$ cat src/rtl/muldiv_ctrl.sv
// muldiv_ctrl: iterative MULT/MULTU/DIV/DIVU sequencer owning HI/LO and the EX-stage stall
// Optional feature macro: MULDIV_EARLY_OUT_EN (multiply finishes once remaining multiplier bits are zero)
// Ports:
//   clk, rst            clock (rising edge), asynchronous active-high reset
//   start, op           issue request and opcode (00 MULT, 01 MULTU, 10 DIV, 11 DIVU)
//   src_a, src_b        multiplicand/dividend, multiplier/divisor
//   mthi, mtlo, wdata   direct HI/LO writes (honoured only in IDLE)
//   rd_hi, rd_lo        MFHI/MFLO present in EX
//   cancel              pipeline flush, aborts an operation in flight
//   busy, stall, done   status: in flight, pipeline hold, one-cycle completion pulse
//   hi, lo              HI/LO registers
module muldiv_ctrl #(
   parameter int WIDTH = 32
) (
   input  logic             clk,
   input  logic             rst,
   input  logic             start,
   input  logic [1:0]       op,
   input  logic [WIDTH-1:0] src_a,
   input  logic [WIDTH-1:0] src_b,
   input  logic             mthi,
   input  logic             mtlo,
   input  logic [WIDTH-1:0] wdata,
   input  logic             rd_hi,
   input  logic             rd_lo,
   input  logic             cancel,
   output logic             busy,
   output logic             stall,
   output logic             done,
   output logic [WIDTH-1:0] hi,
   output logic [WIDTH-1:0] lo
);
   localparam int CW = $clog2(WIDTH);
   typedef enum logic [1:0] {S_IDLE, S_PREP, S_CALC, S_FIX} state_t;
   state_t               r_state, w_next;
   logic [1:0]           r_op;
   logic [WIDTH-1:0]     r_a, r_b, r_m, r_hi, r_lo;
   logic [2*WIDTH-1:0]   r_acc, w_step, w_calc, w_prod;
   logic [CW-1:0]        r_cnt;
   logic                 r_neg_q, r_neg_r, r_dbz;
   logic                 w_div, w_sgn, w_last, w_zero, w_done;
   logic [WIDTH-1:0]     w_abs_a, w_abs_b, w_q, w_r;
   logic [WIDTH:0]       w_sum, w_diff;
   assign w_div   = r_op[1];
   assign w_sgn   = ~r_op[0];
   assign w_abs_a = (w_sgn & r_a[WIDTH-1]) ? -r_a : r_a;
   assign w_abs_b = (w_sgn & r_b[WIDTH-1]) ? -r_b : r_b;
   // multiply: multiplier sits in the low half and is consumed LSB first while the
   // partial product (with its carry bit) shifts down from the high half
   assign w_sum   = {1'b0, r_acc[2*WIDTH-1:WIDTH]} + {1'b0, r_m};
   // divide: the shifted partial remainder needs one extra bit; a set MSB in the
   // difference means the divisor did not fit and the remainder is restored
   assign w_diff  = r_acc[2*WIDTH-1:WIDTH-1] - {1'b0, r_m};
   assign w_step  = w_div ? (w_diff[WIDTH] ? {r_acc[2*WIDTH-2:0], 1'b0}
                                           : {w_diff[WIDTH-1:0], r_acc[WIDTH-2:0], 1'b1})
                          : (r_acc[0] ? {w_sum, r_acc[WIDTH-1:1]} : {1'b0, r_acc[2*WIDTH-1:1]});
`ifdef MULDIV_EARLY_OUT_EN
   logic [CW:0]      w_used;
   logic [WIDTH-1:0] w_rest;
   // after this step w_used multiplier bits are consumed; the rest live in the low bits
   assign w_used = {1'b0, r_cnt} + (CW+1)'(1);
   assign w_rest = w_step[WIDTH-1:0] << w_used;
   assign w_zero = ~w_div & (w_rest == '0);
   // no further adds can occur, so the outstanding shifts are applied in one go
   assign w_calc = w_zero ? (w_step >> (CW'(WIDTH-1) - r_cnt)) : w_step;
`else
   assign w_zero = 1'b0;
   assign w_calc = w_step;
`endif
   assign w_last = (r_cnt == CW'(WIDTH-1)) | w_zero;
   assign w_prod = r_neg_q ? -r_acc : r_acc;
   assign w_q    = r_neg_q ? -r_acc[WIDTH-1:0] : r_acc[WIDTH-1:0];
   assign w_r    = r_neg_r ? -r_acc[2*WIDTH-1:WIDTH] : r_acc[2*WIDTH-1:WIDTH];
   always_ff @(posedge clk or posedge rst) begin
      if (rst) r_state <= S_IDLE;
      else r_state <= w_next;
   end
   always_comb begin
      w_next = r_state;
      w_done = 1'b0;
      case (r_state)
         S_IDLE: w_next = (start && !cancel) ? S_PREP : S_IDLE;
         S_PREP: w_next = cancel ? S_IDLE : (w_div && r_b == '0) ? S_FIX : S_CALC;
         S_CALC: w_next = cancel ? S_IDLE : w_last ? S_FIX : S_CALC;
         S_FIX: begin
            w_next = S_IDLE;
            w_done = ~cancel;
         end
         default: w_next = S_IDLE;
      endcase
   end
   always_ff @(posedge clk or posedge rst) begin
      if (rst) begin
         r_op    <= '0;
         r_a     <= '0;
         r_b     <= '0;
         r_m     <= '0;
         r_acc   <= '0;
         r_cnt   <= '0;
         r_neg_q <= 1'b0;
         r_neg_r <= 1'b0;
         r_dbz   <= 1'b0;
         r_hi    <= '0;
         r_lo    <= '0;
      end else begin
         case (r_state)
            S_IDLE: begin
               if (start && !cancel) begin
                  r_op <= op;
                  r_a  <= src_a;
                  r_b  <= src_b;
               end
               if (mthi) r_hi <= wdata;
               if (mtlo) r_lo <= wdata;
            end
            S_PREP: begin
               r_cnt   <= '0;
               r_neg_q <= w_sgn & (r_a[WIDTH-1] ^ r_b[WIDTH-1]);
               r_neg_r <= w_sgn & r_a[WIDTH-1];
               r_dbz   <= w_div & (r_b == '0);
               r_m     <= w_div ? w_abs_b : w_abs_a;
               r_acc   <= {{WIDTH{1'b0}}, w_div ? w_abs_a : w_abs_b};
            end
            S_CALC: begin
               r_acc <= w_calc;
               r_cnt <= r_cnt + CW'(1);
            end
            S_FIX: begin
               if (!cancel) begin
                  r_hi <= r_dbz ? r_a : w_div ? w_r : w_prod[2*WIDTH-1:WIDTH];
                  r_lo <= r_dbz ? {WIDTH{1'b1}} : w_div ? w_q : w_prod[WIDTH-1:0];
               end
            end
            default: ;
         endcase
      end
   end
   assign busy  = r_state != S_IDLE;
   assign stall = busy & (start | rd_hi | rd_lo | mthi | mtlo);
   assign done  = w_done;
   assign hi    = r_hi;
   assign lo    = r_lo;
endmodule

$ cat config.mk
export PLATFORM = sky130hd
export DESIGN_NAME = muldiv_ctrl
export DESIGN_NICKNAME = d
export VERILOG_FILES = /design/src/rtl/muldiv_ctrl.sv
export SDC_FILE = /design/constraint.sdc
export NUM_CORES = 1
export LEC_CHECK = 0
export ABC_AREA = 1
export CORE_ASPECT_RATIO = 0.7
export CORE_MARGIN = 4
export CORE_UTILIZATION = 40
export CTS_CLUSTER_SIZE = 30
export DETAILED_ROUTE_END_ITERATION = 10
export PLACE_DENSITY = 0.64
export SLEW_MARGIN = 20
export SYNTH_ARGS = -nofsm -noshare
export SYNTH_HDL_FRONTEND = slang
export SYNTH_SLANG_ARGS = --single-unit
$ cat constraint.sdc
create_clock -name clk -period 24.8 [get_ports clk]
set_input_delay 4.96 -clock clk [delete_from_list [all_inputs] [get_ports clk]]
set_output_delay 4.96 -clock clk [all_outputs]
set_load 0.1 [all_outputs]
======== After elaboration in Yosys (flattened, before gate mapping) ========
Cells that the tools add are included.
storage, ports and cells
  output and inout bits ................... 67
  register bits ........................... 236
cells by class
  reductions and logical operators ........ 11
  bitwise operators ....................... 12
  add/subtract/negate cells ............... 8
  equal/unequal tests ..................... 7
  mux-type cells .......................... 29
operators with widths
  cell                   count
  $mux W32               14
  $mux W64               4
  $neg A32 Y32           4
  $pmux W32 S2           2
  $pmux W64 S2           1
  $neg A64 Y64           1
  $add A32 B32 Y33       1
  $sub A33 B32 Y33       1
  $logic_not A32 Y1      1
  $pmux W5 S2            1
  $pmux W2 S4            1
  $ne A2 B2 Y1 const B   3
  $reduce_and A3 Y1      2
  $reduce_bool A2 Y1     3
  $add A5 B1 Y5 const B  1
  $and A1 B1 Y1          5
  $eq A5 B5 Y1 const B   1
  $eq A2 B2 Y1 const B   2
  $mux W1                4
  $mux W2                2
  $or A1 B1 Y1           4
  $eq A2 B1 Y1 const B   1
  $logic_and A1 B1 Y1    2
  $logic_not A2 Y1       1
  other kinds (4)        5

======== Longest topological paths before layout ========
  word-level depth ........................ 6
  mapped depth ............................ 20
  mapped depth without buffers ............ 19

======== Worst setup path before layout ========
No wires, ideal clock.
  path kind ............................... input port to output port
  from .................................... input cancel
  to ...................................... output done
  setup slack ............................. 13.627 ns
  path buffers ............................ 0
  stages .................................. 1
  data arrival time ....................... 6.213 ns
  path through ............................ nor2_1
on the way
  longest elaborated chain between the ends .. 2
ends and longest elaborated chain
  item                RTL line  RTL
  start: declaration  26        input logic cancel,
  $not A1 Y1          87        w_done = ~cancel;
  $mux W1             81        case (r_state)
  end: declaration    29        output logic done,
No other way between the ends.

======== Worst setup path in the final report ========
  from .................................... input start
  to ...................................... output stall
on the way
  longest elaborated chain between the ends .. 5
ends and longest elaborated chain
  item                       RTL line  RTL
  start: declaration         17        input logic start,
  $or A1 B1 Y1 (4 in a row)  139       assign stall = busy & (start | rd_hi | rd_lo | mthi | mtlo);
  $and A1 B1 Y1              139
  end: declaration           28        output logic stall,
No other way between the ends.

==> impl_metrics.csv <==
group,metric,value,unit
critical_path,timing.rr.start,"r_acc[32]",
critical_path,crit_family,"buffers and inverters",
logic_synthesis,synth-seq-cells,236,
placed_design,gp_congestion,1.01,
power,power,1.80,mW
critical_path,critPathBufInv,3,
critical_path,critical_path.cell_chain,"clkdlybuf4s50_1, or4_1, o21ai_0, inv_1, clkdlybuf4s50_1",
critical_path,cp.required,19.84,ns
global_route,gr-total-overflow,0,
timing,period_share,48.6,%
floorplan,fp.coreArea,52100,um2
timing,fin_skew,0.0208,ns
cts,post_cts_buffers,0,
critical_path,crit_start,"start",
outcome,outcome,"complete, no violations",
cts,cts_max_path_buffers,3,
floorplan,fp.dieH,200,um
critical_path,crit_path_end_kind,"output pin",
critical_path,critPathMaxStageDelay,0.96,ns
logic_synthesis,synth_nets,3718,
cts,clock_latency,0.59,ns
logic_synthesis,yosys_warnings,0,
placed_design,dp_hpwl,72800,um
final_layout,layout-drive-gt1-share,3.34,%
critical_path,start_kind,"input port",
critical_path,crit_arrival,7.10,ns
logic_synthesis,synth_cell_types,49,
timing,finalCriticalPeriod,12.06,ns
timing,worst_pin_slew,1.11,ns
global_route,grt_max_degree,106,
job,cap_viol_max_count,0,
drt,vias,23700,
placed_design,portBuffers,172,
drt,viasPerCell,5.47,
floorplan,start_util,40.4,%
power,power.density,74.1,nW/um2
global_route,grt_pass1_vias,20600,
logic_synthesis,netlist_instances,3536,
floorplan,num_rows,70,
global_route,grt_util_all_layers,32.2,%
placed_design,place_area,23300,um2
floorplan,die_w,282,um
final_layout,multiInputGateArea,12900,um2
cts,cts_buffers,27,
floorplan,die_area,56400,um2
final_layout,fillers,5588,
drt,drt-initial-drc-count,3378,
power,peakVddDrop,53.5,uV
critical_path,critPathMaxFanout,2,
critical_path,slowest_stage,"clkdlybuf4s50_1",
critical_path,path_class,"input port to output pin",
global_route,grt_antenna_before_repair,4,
drt,detail-route-antenna-nets,0,
final_layout,nNetsFinal,3809,
cts,cts.sinks,236,
timing,slew_headroom,25.4,%
drt,wl_per_cell,21.4,um
logic_synthesis,avgSynthCellArea,5.95,um2
cts,cts-htree-levels,1,
timing,fmax,82.9,MHz
timing,finalSetupViolations,0,
timing,maxSlewViolCount,0,
final_layout,fin_area,24300,um2
global_route,grt_pass1_wl,136000,um
timing,setup_tns,0,ns
critical_path,cpMostUsedCell,"clkdlybuf4s50_1",
final_layout,areaGrowthSynthToFinish,15.3,%
floorplan,io_pins,173,
cts,clk_pin_slew_worst_paths,0.07,ns
timing,final-hold-violation-count,0,
timing,fin_hold_ws,0.492,ns
hold_path,holdCritStartpoint,"lo[17]",
cts,cts.hold.buffers_added,0,
logic_synthesis,synth_area,21000,um2
final_layout,seq_area,5910,um2
cts,cts-root-buf,"clkbuf_16",
drt,wl,92900,um
cts,cts_tree,"done",
drt,firstDrtPassIters,6,
drt,drcViolationCount,0,
logic_synthesis,yosysSeqAreaShare,28.1,%
power,p_leak,12.5,nW
cts,ctsResizeCount,0,
timing,rsz0062_at_grt,"no",
hold_path,hold_path.class,"flip-flop to flip-flop",
## tightest hold or removal path: stages, from the launching register on
cell,delay [ns]
dfrtp_1,0.35
nand2_1,0.05
o21ai_0,0.06
## cells in the final DEF, fill, tap and decap left out, types with 7 or more instances in the layout
cell type / synthesis / final
nand3_1: 337 / 336
nand2_1: 1063 / 1063
o211ai_1: 20 / 20
a22oi_1: 10 / 10
inv_1: 448 / 446
o21bai_1: 14 / 14
o21ai_0: 155 / 155
o22ai_1: 9 / 9
dfrtp_1: 236 / 235
xor2_1: 49 / 49
xnor2_1: 14 / 14
buf_4: 1 / 27
nor2_1: 434 / 434
o21ai_1: 9 / 9
nor3_1: 31 / 31
or2_2: 7 / 7
nand3b_1: 17 / 17
a21oi_1: 380 / 380
a31oi_1: 10 / 10
clkdlybuf4s50_1: 0 / 172
nor2_2: 9 / 9
clkinv_2: 0 / 7
nand4_1: 22 / 22
nand2_2: 9 / 9
ha_1: 74 / 73
clkbuf_16: 0 / 27
## synthesized netlist by cell type (all sizes together)
cell type | n | area, um2
nand2 | 1074 | 4070
inv | 453 | 1710
nor2 | 445 | 1710
a21oi | 380 | 1900
nand3 | 338 | 1700
dfrtp | 236 | 5910
o21ai | 165 | 830
clkbuf | 92 | 345
ha | 74 | 926
xor2 | 49 | 429
buf | 45 | 221
nor3 | 31 | 155
nand4 | 22 | 138
o211ai | 20 | 150
nand3b | 17 | 128
o21bai | 14 | 105
xnor2 | 14 | 123
a22oi | 10 | 75.1
a31oi | 10 | 62.6
o22ai | 9 | 56.3
or2 | 9 | 56.3
o31ai | 6 | 45.0
mux2 | 5 | 56.3
and2 | 3 | 18.8
a21o | 2 | 15.0
and3 | 2 | 12.5
fa | 2 | 40.0
nor3b | 2 | 15.0
a211oi | 1 | 7.51
a21boi | 1 | 7.51
clkinv | 1 | 3.75
nand2b | 1 | 6.26
nor4 | 1 | 6.26
o21a | 1 | 7.51
or4 | 1 | 7.51
## cells by family after synthesis
family / count (synthesis) / share of synthesized area [%]
XOR/XNOR: 63 / 2.62
flip-flops: 236 / 28.1
AND/OR/NAND/NOR: 1946 / 38.1
buffers and inverters: 591 / 10.8
multiplexers: 5 / 0.268
AO/OA/AOI/OAI: 619 / 15.5
adder cells (fa/ha/maj): 76 / 4.59
## where the power goes
group          switching [mW]  internal [mW]  total [mW]
clock                   0.187          0.262       0.449
sequential             0.0995          0.452       0.551
combinational           0.576          0.222       0.797
total                   0.862          0.936        1.80
## sequential cells by signal, summed over array words and instances, names as in the netlist
name,flops
r_dbz,1
r_cnt,5
r_m,32
r_neg_q,1
lo,32
hi,32
r_acc,64
r_state,2
r_neg_r,1
r_op,2
r_b,32
r_a,32
## per-layer routing
| metal | up-vias | global-route usage (%) | part of all wire, % |
|---|---|---|---|
| met4 | 4 | 4.88 | 1.7 |
| met3 | 103 | 12.2 | 15 |
| met2 | 1226 | 40.9 | 36 |
| met1 | 10800 | 51.1 | 47 |
| met5 | - | 0 | 0.025 |
| li1 | 11500 | - | - |
## through the flow
stage | worst slack, ns | util (%) | std cells
detailed placement | 12.73 | 44.7 | 4282
global route | 12.68 | 46.5 | 4332
CTS | 12.73 | 46.5 | 4332
global placement | 12.72 | 44.7 | 4282
floorplan | 13.37 | - | 3536
finish | 12.74 | 46.5 | 4334
## layout make-up
cell class / instances / area share [%]
antenna: 2 / 0.0206
clock buffer: 32 / 2.99
clock inverter: 18 / 1.01
inverter: 454 / 7.08
multi-input combinational: 2709 / 53.1
sequential: 236 / 24.4
tap: 684 / 3.53
timing repair buffer: 199 / 7.93
## worst paths after layout
path	endpoint	slack, ns	cells after the start
setup reg to reg	r_acc[33]	21.55	16
min in group asynchronous	r_cnt[2]	4.92	2
max in group asynchronous	lo[7]	18.45	3
hold reg to reg	lo[17]	0.49	2
hold / removal	lo[17]	0.49	2
setup / recovery	stall	12.74	5
(Power assumes the default switching activity.)
